--- config.mk ---
export PLATFORM = sky130hd
export DESIGN_NAME = swap_hazard_sequencer_flat
export DESIGN_NICKNAME = d
export VERILOG_FILES = /design/src/rtl/swap_hazard_sequencer_pkg.sv /design/src/rtl/swap_hazard_sequencer_if.sv /design/src/rtl/swap_hazard_sequencer_raw.sv /design/src/rtl/swap_hazard_sequencer.sv /design/src/flat_wrapper.sv
export SDC_FILE = /design/constraint.sdc
export NUM_CORES = 1
export LEC_CHECK = 0
export ABC_AREA = 0
export CORE_MARGIN = 10
export CORE_UTILIZATION = 35
export CTS_CLUSTER_DIAMETER = 100
export DETAILED_ROUTE_END_ITERATION = 10
export PLACE_DENSITY = 0.67
export SETUP_SLACK_MARGIN = 0.15
export SYNTH_ARGS = -nofsm -noshare
export SYNTH_HDL_FRONTEND = slang
export SYNTH_SLANG_ARGS = --single-unit
export TNS_END_PERCENT = 20
--- constraint.sdc ---
create_clock -name clk -period 3.82 [get_ports clk]
set_input_delay 0.573 -clock clk [delete_from_list [all_inputs] [get_ports clk]]
set_output_delay 0.573 -clock clk [all_outputs]
set_load 0.005 [all_outputs]
--- src/rtl/swap_hazard_sequencer_pkg.sv ---
// Shared constants and types for the ID-stage swap/hazard sequencer.
package swap_hazard_sequencer_pkg;

  // Opcodes seen in ID
  localparam logic [5:0] OP_SWP   = 6'b111111;
  localparam logic [5:0] OP_NOP   = 6'b000000;

  // exec_cmd overrides issued while SWP is sequenced
  localparam logic [3:0] EXE_NONE = 4'b0000;
  localparam logic [3:0] EXE_SWP1 = 4'b1100;
  localparam logic [3:0] EXE_SWP2 = 4'b1101;

  // swp_sel encodings
  localparam logic [1:0] SEL_NONE = 2'b00;
  localparam logic [1:0] SEL_SWP1 = 2'b01;
  localparam logic [1:0] SEL_SWP2 = 2'b10;

  typedef enum logic {
    IDLE = 1'b0,
    SWP2 = 1'b1
  } seq_state_e;

endpackage

--- src/rtl/swap_hazard_sequencer_if.sv ---
// ID-stage operand/destination inputs and pipeline control outputs.
interface swap_hazard_sequencer_if #(
  parameter int REG_AW = 5,
  parameter int CNT_W  = 16
);
  logic [5:0]        opcode_id;
  logic [REG_AW-1:0] src1_id;
  logic [REG_AW-1:0] src2_id;
  logic              single_src_id;
  logic [REG_AW-1:0] exe_dest;
  logic              exe_wb_en;
  logic              exe_mem_r_en;
  logic [REG_AW-1:0] mem_dest;
  logic              mem_wb_en;
  logic              branch_taken;
  logic              freeze;
  logic              bubble;
  logic              flush;
  logic [1:0]        swp_sel;
  logic              swp_cmd_vld;
  logic [3:0]        swp_cmd;
  logic [CNT_W-1:0]  stall_cnt;
  logic [CNT_W-1:0]  swap_cnt;

  // Pipeline side: drives ID/EXE/MEM state, consumes control
  modport master (
    output opcode_id, src1_id, src2_id, single_src_id,
           exe_dest, exe_wb_en, exe_mem_r_en, mem_dest, mem_wb_en, branch_taken,
    input  freeze, bubble, flush, swp_sel, swp_cmd_vld, swp_cmd, stall_cnt, swap_cnt
  );

  // Sequencer side
  modport slave (
    input  opcode_id, src1_id, src2_id, single_src_id,
           exe_dest, exe_wb_en, exe_mem_r_en, mem_dest, mem_wb_en, branch_taken,
    output freeze, bubble, flush, swp_sel, swp_cmd_vld, swp_cmd, stall_cnt, swap_cnt
  );
endinterface

--- src/rtl/swap_hazard_sequencer_raw.sv ---
// Combinational RAW hazard detect of ID sources against EXE/MEM destinations.
module raw_hazard_detect #(
  parameter bit FORWARDING_EN = 1'b0,
  parameter int REG_AW        = 5
) (
  input  logic [REG_AW-1:0] src1,
  input  logic [REG_AW-1:0] src2,
  input  logic              single_src,
  input  logic [REG_AW-1:0] exe_dest,
  input  logic              exe_wb_en,
  input  logic              exe_mem_r_en,
  input  logic [REG_AW-1:0] mem_dest,
  input  logic              mem_wb_en,
  output logic              hazard
);

  logic hit1, hit2;

  // r0 is hardwired zero, so it can never carry a dependency.
  // With forwarding only a load in EXE cannot be bypassed in time.
  always_comb begin
    if (FORWARDING_EN) begin
      hit1 = (src1 != '0) && exe_mem_r_en && exe_wb_en && (src1 == exe_dest);
      hit2 = (src2 != '0) && exe_mem_r_en && exe_wb_en && (src2 == exe_dest);
    end else begin
      hit1 = (src1 != '0) && ((exe_wb_en && (src1 == exe_dest)) ||
                              (mem_wb_en && (src1 == mem_dest)));
      hit2 = (src2 != '0) && ((exe_wb_en && (src2 == exe_dest)) ||
                              (mem_wb_en && (src2 == mem_dest)));
    end
    hazard = hit1 || (hit2 && !single_src);
  end

endmodule

--- src/rtl/swap_hazard_sequencer.sv ---
// ID-stage sequencer: RAW stall, two-cycle SWP sequencing, branch flush,
// saturating stall/swap performance counters.
module swap_hazard_sequencer
  import swap_hazard_sequencer_pkg::*;
#(
  parameter bit FORWARDING_EN = 1'b0,
  parameter int REG_AW        = 5,
  parameter int CNT_W         = 16
) (
  input  logic                    clk,
  input  logic                    rst_n,
  swap_hazard_sequencer_if.slave  bus
);

  seq_state_e       state_q, state_d;
  logic             hazard;
  logic             stall_inc, swap_inc;
  logic [CNT_W-1:0] stall_q, swap_q;

  logic             freeze, bubble, flush, swp_cmd_vld;
  logic [1:0]       swp_sel;
  logic [3:0]       swp_cmd;

  raw_hazard_detect #(
    .FORWARDING_EN (FORWARDING_EN),
    .REG_AW        (REG_AW)
  ) u_raw (
    .src1         (bus.src1_id),
    .src2         (bus.src2_id),
    .single_src   (bus.single_src_id),
    .exe_dest     (bus.exe_dest),
    .exe_wb_en    (bus.exe_wb_en),
    .exe_mem_r_en (bus.exe_mem_r_en),
    .mem_dest     (bus.mem_dest),
    .mem_wb_en    (bus.mem_wb_en),
    .hazard       (hazard)
  );

  // State register
  always_ff @(posedge clk or negedge rst_n) begin
    if (!rst_n) state_q <= IDLE;
    else        state_q <= state_d;
  end

  // Next state and control; Mealy in IDLE, Moore in SWP2 except the branch
  // override (the older branch in EXE kills the SWP still in ID).
  // Outputs are gated by rst_n so reset silences them without waiting for a clock.
  always_comb begin
    state_d     = IDLE;
    freeze      = 1'b0;
    bubble      = 1'b0;
    flush       = 1'b0;
    swp_sel     = SEL_NONE;
    swp_cmd_vld = 1'b0;
    swp_cmd     = EXE_NONE;
    stall_inc   = 1'b0;
    swap_inc    = 1'b0;
    if (rst_n) begin
      unique case (state_q)
        IDLE: begin
          if (bus.branch_taken) begin
            flush  = 1'b1;
            bubble = 1'b1;
          end else if (hazard) begin
            freeze    = 1'b1;
            bubble    = 1'b1;
            stall_inc = 1'b1;
          end else if (bus.opcode_id == OP_SWP) begin
            // freeze keeps SWP in ID for its second phase
            freeze      = 1'b1;
            swp_sel     = SEL_SWP1;
            swp_cmd_vld = 1'b1;
            swp_cmd     = EXE_SWP1;
            state_d     = SWP2;
          end
        end
        SWP2: begin
          // operands were hazard-checked on entry; hazard is ignored here
          if (bus.branch_taken) begin
            flush  = 1'b1;
            bubble = 1'b1;
          end else begin
            swp_sel     = SEL_SWP2;
            swp_cmd_vld = 1'b1;
            swp_cmd     = EXE_SWP2;
            swap_inc    = 1'b1;
          end
        end
        default: state_d = IDLE;
      endcase
    end
  end

  // Saturating performance counters
  always_ff @(posedge clk or negedge rst_n) begin
    if (!rst_n) begin
      stall_q <= '0;
      swap_q  <= '0;
    end else begin
      if (stall_inc && (stall_q != '1)) stall_q <= stall_q + CNT_W'(1);
      if (swap_inc  && (swap_q  != '1)) swap_q  <= swap_q  + CNT_W'(1);
    end
  end

  assign bus.freeze      = freeze;
  assign bus.bubble      = bubble;
  assign bus.flush       = flush;
  assign bus.swp_sel     = swp_sel;
  assign bus.swp_cmd_vld = swp_cmd_vld;
  assign bus.swp_cmd     = swp_cmd;
  assign bus.stall_cnt   = stall_q;
  assign bus.swap_cnt    = swap_q;

endmodule
--- src/flat_wrapper.sv ---
// flat-port wrapper written by rule: the top's interface ports become plain ports
module swap_hazard_sequencer_flat import swap_hazard_sequencer_pkg::*;
#(
  parameter bit FORWARDING_EN = 1'b0,
  parameter int REG_AW        = 5,
  parameter int CNT_W         = 16
)
  (clk, rst_n, bus_opcode_id, bus_src1_id, bus_src2_id, bus_single_src_id, bus_exe_dest, bus_exe_wb_en, bus_exe_mem_r_en, bus_mem_dest, bus_mem_wb_en, bus_branch_taken, bus_freeze, bus_bubble, bus_flush, bus_swp_sel, bus_swp_cmd_vld, bus_swp_cmd, bus_stall_cnt, bus_swap_cnt);
  swap_hazard_sequencer_if #(.REG_AW(REG_AW), .CNT_W(CNT_W)) bus_i ();
  input  logic clk;
  input  logic rst_n;
  input wire logic [$bits(bus_i.opcode_id)-1:0] bus_opcode_id;
  input wire logic [$bits(bus_i.src1_id)-1:0] bus_src1_id;
  input wire logic [$bits(bus_i.src2_id)-1:0] bus_src2_id;
  input wire logic [$bits(bus_i.single_src_id)-1:0] bus_single_src_id;
  input wire logic [$bits(bus_i.exe_dest)-1:0] bus_exe_dest;
  input wire logic [$bits(bus_i.exe_wb_en)-1:0] bus_exe_wb_en;
  input wire logic [$bits(bus_i.exe_mem_r_en)-1:0] bus_exe_mem_r_en;
  input wire logic [$bits(bus_i.mem_dest)-1:0] bus_mem_dest;
  input wire logic [$bits(bus_i.mem_wb_en)-1:0] bus_mem_wb_en;
  input wire logic [$bits(bus_i.branch_taken)-1:0] bus_branch_taken;
  output wire logic [$bits(bus_i.freeze)-1:0] bus_freeze;
  output wire logic [$bits(bus_i.bubble)-1:0] bus_bubble;
  output wire logic [$bits(bus_i.flush)-1:0] bus_flush;
  output wire logic [$bits(bus_i.swp_sel)-1:0] bus_swp_sel;
  output wire logic [$bits(bus_i.swp_cmd_vld)-1:0] bus_swp_cmd_vld;
  output wire logic [$bits(bus_i.swp_cmd)-1:0] bus_swp_cmd;
  output wire logic [$bits(bus_i.stall_cnt)-1:0] bus_stall_cnt;
  output wire logic [$bits(bus_i.swap_cnt)-1:0] bus_swap_cnt;
  assign bus_i.opcode_id = bus_opcode_id;
  assign bus_i.src1_id = bus_src1_id;
  assign bus_i.src2_id = bus_src2_id;
  assign bus_i.single_src_id = bus_single_src_id;
  assign bus_i.exe_dest = bus_exe_dest;
  assign bus_i.exe_wb_en = bus_exe_wb_en;
  assign bus_i.exe_mem_r_en = bus_exe_mem_r_en;
  assign bus_i.mem_dest = bus_mem_dest;
  assign bus_i.mem_wb_en = bus_mem_wb_en;
  assign bus_i.branch_taken = bus_branch_taken;
  assign bus_freeze = bus_i.freeze;
  assign bus_bubble = bus_i.bubble;
  assign bus_flush = bus_i.flush;
  assign bus_swp_sel = bus_i.swp_sel;
  assign bus_swp_cmd_vld = bus_i.swp_cmd_vld;
  assign bus_swp_cmd = bus_i.swp_cmd;
  assign bus_stall_cnt = bus_i.stall_cnt;
  assign bus_swap_cnt = bus_i.swap_cnt;
  swap_hazard_sequencer #(.FORWARDING_EN(FORWARDING_EN), .REG_AW(REG_AW), .CNT_W(CNT_W)) u_core (.clk(clk), .rst_n(rst_n), .bus(bus_i));
endmodule
==> impl_metrics.csv, run 1 <==
group,metric,value,unit
critical_path,cp_cell_sequence,"clkdlybuf4s50_1, xnor2_1, nand4_1, o22ai_1, a22oi_2, nand4_1, nor2b_1, nor3b_1, clkdlybuf4s50_1",
sta,fin_ws,0.4627,ns
sta,layout_min_cycle_time,3.357,ns
power,peakVddDrop,0.2356,mV
place,place_ws,0.4335,ns
final_layout,final_core_util,0.5306,
clock_network,clk_path_buf_depth,2,
yosys,synth.most_common_cell,"xnor2_1",
clock_network,clkSinkCount,33,
routing,dr.first_iter.drc_count,72,
global_route,grt_pass1_vias,1641,
yosys,synth_warnings,0,
global_route,grt_max_degree,38,
final_layout,nNetsFinal,293,
routing,wl_met1,2.396,mm
yosys,synth_area_per_cell,10.11,sq um
yosys,seq_area_frac_synth,0.4462,
routing,finalWirelength,4.849,mm
clock_network,cts_tree,"built",
yosys,yosys.area.top_type,"dfrtp_1",
final_layout,drive_gt1_frac,0.06564,
global_route,antenna_found_initial,0,
critical_path,worst_setup_path_end_kind,"output pin",
sta,finalSetupViolations,0,
routing,wl_met3,365,um
clock_network,numCtsBuffers,5,
sta,setup-tns-final,0,ns
clock_network,clk_latency,0.28,ns
yosys,synth_top_area_frac,0.4462,
critical_path,cp_slowest_stage_delay,0.58,ns
sta,finClkSkew,0.005682,ns
yosys,ys_ff_latch,33,
clock_network,ctsResizeCount,0,
yosys,synth_cells,183,
critical_path,cp.arrival,2.78,ns
place,gp_congestion,0.8481,
power,p_per_area,273.7,nW/um^2
job,drv_cap,0,
floorplan,dieArea,8596,sq um
final_layout,n_antenna_cell,0,
yosys,synth_edf_count,0,
critical_path,criticalPathCategory,"in2out",
floorplan,coreArea,5107,sq um
place,dp_hpwl,3.821,mm
sta,clock.fmax,0.2979,GHz
critical_path,start_kind,"input pin",
sta,finalCritPeriodShare,0.8789,
sta,hold_violations,0,
yosys,synthTopCellsByArea,"dfrtp_1 45%, xnor2_1 20%, nand4_1 5.1%",
critical_path,path_max_fanout,3,
final_layout,synthToLayoutAreaGrowth,46.45,%
yosys,ys_types,30,
yosys,synthFlopType,"dfrtp_1",
outcome,status,"finished clean",
worst_hold_path,hold_path.class,"reg2reg",
clock_network,h-tree-depth,2,
sta,grt_setup_unrepaired,"no",
global_route,grt_pass1_wl,8.211,mm
critical_path,critPathRequiredTime,3.25,ns
routing,via_per_inst,4.760,
routing,top_layer_used,"met4",
routing,wl_met2,2.032,mm
routing,drcViolationCount,0,
routing,wl_per_cell,14.74,um
floorplan,start_util,0.3623,
routing,vias,1566,
yosys,synthArstFlopShare,1.000,
yosys,synth_area,1851,sq um
global_route,grt.overflow.total,0,
yosys,syn-num-nets,218,
floorplan,die_w,92.72,um
global_route,grt.total_usage,0.1169,
critical_path,critPathSlowestCell,"clkdlybuf4s50_1",
clock_network,hold_buffers,0,
clock_network,path_clk_slew,0.06,ns
clock_network,post_cts_buffers,0,
power,leakage,1.104,nW
place,port_buffers,72,
clock_network,cts-root-buf,"clkbuf_8",
floorplan,ios,75,
floorplan,die_h,92.72,um
floorplan,std_cell_rows,26,
routing,dr.pass1.iters,4,
final_layout,fill_cells,486,
routing,antenna_left,0,
yosys,synth_commonest_cells,"42 x xnor2_1, 33 x dfrtp_1, 20 x nand2_1",
sta,slew_viol_final,0,
-- cell usage in the layout (no fill, tap or decap), types with 3 or more instances in the layout --
cell type,n
xor2_1,8
nand4_1,15
buf_4,3
xnor2_1,42
nor2_1,10
dfrtp_1,33
nor3_1,5
clkbuf_8,5
nand2_1,20
nand3_1,12
and3_1,6
clkdlybuf4s50_1,72
-- where the power goes --
| part | internal [mW] | switching (mW) |
|---|---|---|
| combinational | 0.0754 | 0.0443 |
| clock | 0.126 | 0.123 |
| sequential | 0.360 | 0.0135 |
-- layer usage --
layer / vias up / global-route usage
li1: 776 / -
met1: 732 / 0.1543
met2: 54 / 0.1724
met3: 4 / 0.04036
met4: 0 / 0.04242
met5: - / 0
-- cell type report --
type / instances / area, sq um / area share
multi-input cells: 141 / 963.4 / 0.3555
inverters: 2 / 7.507 / 0.002770
repair buffers: 75 / 743.2 / 0.2742
clock inverters: 2 / 10.01 / 0.003693
clock buffers: 6 / 72.57 / 0.02678
flip-flops and latches: 33 / 825.8 / 0.3047
well taps: 70 / 87.58 / 0.03232
-- logic make-up after synthesis --
group / after synthesis / synth area share
AOI/OAI and AO/OA: 9 / 0.04057
and+or+nand+nor: 77 / 0.2157
adders and majority gates: 2 / 0.01352
DFF: 33 / 0.4462
buffers and inverters: 9 / 0.03313
muxes: 2 / 0.01217
xor gates and xnor gates: 50 / 0.2366
other: 1 / 0.002026
-- worst max-delay path: cells and delay by family --
kind                      cells  cell delay (ns)
buffers and inverters         2             1.11
and+or+nand+nor               4             0.68
AOI/OAI and AO/OA             2             0.32
xor gates and xnor gates      1             0.10
-- registers in the layout (all words and copies together), names as in the netlist --
signal,cells
u_core.bus.swap_cnt,16
u_core.state_q,1
u_core.bus.stall_cnt,16
-- metrics by stage --
| stage | hold WS, ns | total power [mW] | cell area (sq um) | cells |
|---|---|---|---|---|
| finish | 0.4887 | 0.7419 | 2710 | 329 |
| global route | 0.5326 | 0.7865 | 2710 | 329 |
| CTS | 0.4916 | 0.7543 | 2710 | 329 |
| detailed placement | 0.4784 | 0.5004 | 2628 | 321 |
| global placement | 0.4815 | 0.5009 | 2628 | 321 |
| floorplan | 0.2774 | 0.4212 | 1851 | 183 |
-- final timing paths --
check | slack (ns) | endpoint | start | depth (start not counted)
worst min register to register | 0.49 | u_core.bus.stall_cnt[14] | u_core.bus.stall_cnt[14] | 1
worst min-delay path | 0.49 | u_core.bus.stall_cnt[14] | u_core.bus.stall_cnt[14] | 1
worst max register to register | 1.83 | u_core.bus.swap_cnt[9] | u_core.bus.swap_cnt[0] | 7
min in group asynchronous | 0.72 | u_core.bus.swap_cnt[15] | rst_n | 2
worst max-delay path | 0.46 | bus_swp_cmd[2] | bus_src1_id[2] | 9
max in group asynchronous | 2.77 | u_core.bus.swap_cnt[6] | rst_n | 2
Note: power is estimated with default switching activity, not from simulation.
==> run 2: changes to the inputs <==
Settings changed: PLACE_DENSITY 0.67 to not set, PLACE_DENSITY_LB_ADDON set to 0.12.
==> run 2 against run 1 <==
  * Global-route usage unchanged
  * Critical path depth is the same
  * Combinational power is essentially flat
  * Clock skew up 0.0015 ns
  * Cell area down 0.18%
  * Count of clock-buffer cells in the layout is the same
  * Maximum frequency down 1.8%
  * Non-clock buffer count unchanged
  * Setup slack worse by 0.063 ns
  * Via count fell by 0.83%
  * First-iteration DRC count fell by 61%
  * Critical endpoint is now bus_swp_cmd_vld
  * Largest power group unchanged
==> impl_metrics.csv, run 2 (synthesized netlist as in run 1, its figures left out) <==
group,metric,value,unit
outcome,status,"finished clean",
critical_path,cp_cell_sequence,"clkdlybuf4s50_1, xnor2_1, nand4_1, o22ai_1, a22oi_2, nand4_1, nor2b_1, nor3b_1, clkdlybuf4s50_1",
final_layout,synthToLayoutAreaGrowth,46.18,%
global_route,grt_pass1_vias,1632,
sta,clock.fmax,0.2924,GHz
final_layout,final_cell_mix,"71 x clkdlybuf4s50_1, 42 x xnor2_1, 33 x dfrtp_1",
critical_path,cp.arrival,2.85,ns
floorplan,die_w,92.72,um
job,drv_cap,0,
place,dp_cells,321,
clock_network,path_clk_slew,0.07,ns
final_layout,n_antenna_cell,0,
critical_path,worst_setup_path_end_kind,"output pin",
routing,antenna_left,0,
sta,finalCritPeriodShare,0.8953,
sta,slew_viol_final,0,
clock_network,cts-root-buf,"clkbuf_8",
routing,dr.pass1.iters,4,
floorplan,coreArea,5107,sq um
sta,finClkSkew,0.007222,ns
global_route,antenna_found_initial,0,
critical_path,rrSetupSlack,1.82,ns
critical_path,criticalPathCategory,"in2out",
place,port_buffers,72,
clock_network,post_cts_buffers,0,
sta,setup-tns-final,0,ns
power,p_per_area,275.8,nW/um^2
final_layout,nNetsFinal,293,
clock_network,clkSinkCount,33,
critical_path,critPathRequiredTime,3.25,ns
routing,drcViolationCount,0,
critical_path,critPathSlowestCell,"clkdlybuf4s50_1",
worst_hold_path,hold_path.class,"in2async",
sta,hold_violations,0,
floorplan,start_util,0.3623,
critical_path,path_max_fanout,3,
routing,via_per_inst,4.720,
global_route,grt_max_degree,21,
floorplan,ios,75,
sta,layout_min_cycle_time,3.420,ns
floorplan,std_cell_rows,26,
power,peakVddDrop,0.1792,mV
power,leakage,1.104,nW
critical_path,start_kind,"input pin",
routing,wl_per_cell,15.03,um
clock_network,cts_tree,"built",
clock_network,clk_path_buf_depth,2,
sta,finalSetupViolations,0,
place,dp_hpwl,3.848,mm
final_layout,final_core_util,0.5296,
final_layout,drive_gt1_frac,0.06950,
routing,vias,1553,
routing,finalWirelength,4.944,mm
floorplan,dieArea,8596,sq um
clock_network,hold_buffers,0,
critical_path,cp_slowest_stage_delay,0.59,ns
sta,grt_setup_unrepaired,"no",
clock_network,h-tree-depth,2,
final_layout,layout_commonest_cell,"clkdlybuf4s50_1",
final_layout,fin_cells,329,
place,gp_congestion,0.7825,
clock_network,numCtsBuffers,5,
global_route,grt.overflow.total,0,
routing,dr.first_iter.drc_count,28,
floorplan,die_h,92.72,um
global_route,grt_pass1_wl,8.307,mm
clock_network,clk_latency,0.28,ns
global_route,grt.total_usage,0.1169,
clock_network,ctsResizeCount,0,
[run 2: cell count changes in the layout (fill, tap and decap cells not counted), sizes merged]
cell	previous run	this run
buf	3	4
clkdlybuf4s50	72	71
[run 2: area by class of cell]
class / count / area (sq um)
repair buffers: 75 / 738.2
inverters: 2 / 7.507
multi-input cells: 141 / 963.4
fillers: 480 / 2402
flip-flops and latches: 33 / 825.8
clock inverters: 2 / 10.01
clock buffers: 6 / 72.57
well taps: 70 / 87.58
[run 2: worst paths after layout]
check | start | endpoint | cells after the start
worst max-delay path | bus_src1_id[3] | bus_swp_cmd_vld | 9
worst min-delay path | rst_n | u_core.bus.swap_cnt[15] | 1
worst max register to register | u_core.bus.swap_cnt[0] | u_core.bus.swap_cnt[15] | 7
worst min register to register | u_core.bus.swap_cnt[9] | u_core.bus.swap_cnt[9] | 1
max in group asynchronous | rst_n | u_core.bus.stall_cnt[12] | 2
min in group clk | u_core.bus.swap_cnt[9] | u_core.bus.swap_cnt[9] | 1
[run 2: power by group]
group / switching [mW] / internal [mW] / leakage [nW]
clock: 0.124 / 0.126 / 0.0450
sequential: 0.0165 / 0.359 / 0.459
combinational: 0.0455 / 0.0749 / 0.600
total: 0.186 / 0.561 / 1.10
[run 2: routing by layer]
metal | track usage | share of wire | up-vias
met5 | 0 | 0 | -
li1 | - | - | 771
met1 | 0.1485 | 0.47 | 737
met2 | 0.1812 | 0.45 | 41
met4 | 0.02699 | 0.0077 | 0
met3 | 0.04762 | 0.068 | 4
[run 2: critical path: cells and delay by family]
kind / cells / cell delay (ns)
compound gates: 2 / 0.31
xor+xnor: 1 / 0.10
simple gates: 4 / 0.72
buf+inv: 2 / 1.14
[run 2: per-stage QoR]
stage	hold WS, ns	total power, mW	cell area [sq um]	setup WS, ns
final	0.2033	0.7461	2705	0.3998
after global routing	0.2193	0.7908	2705	0.2052
after CTS	0.2076	0.7630	2705	0.3695
after detailed placement	0.4880	0.5030	2623	0.3854
after global placement	0.4787	0.5032	2623	0.3933
after floorplan	0.2774	0.4212	1851	1.334
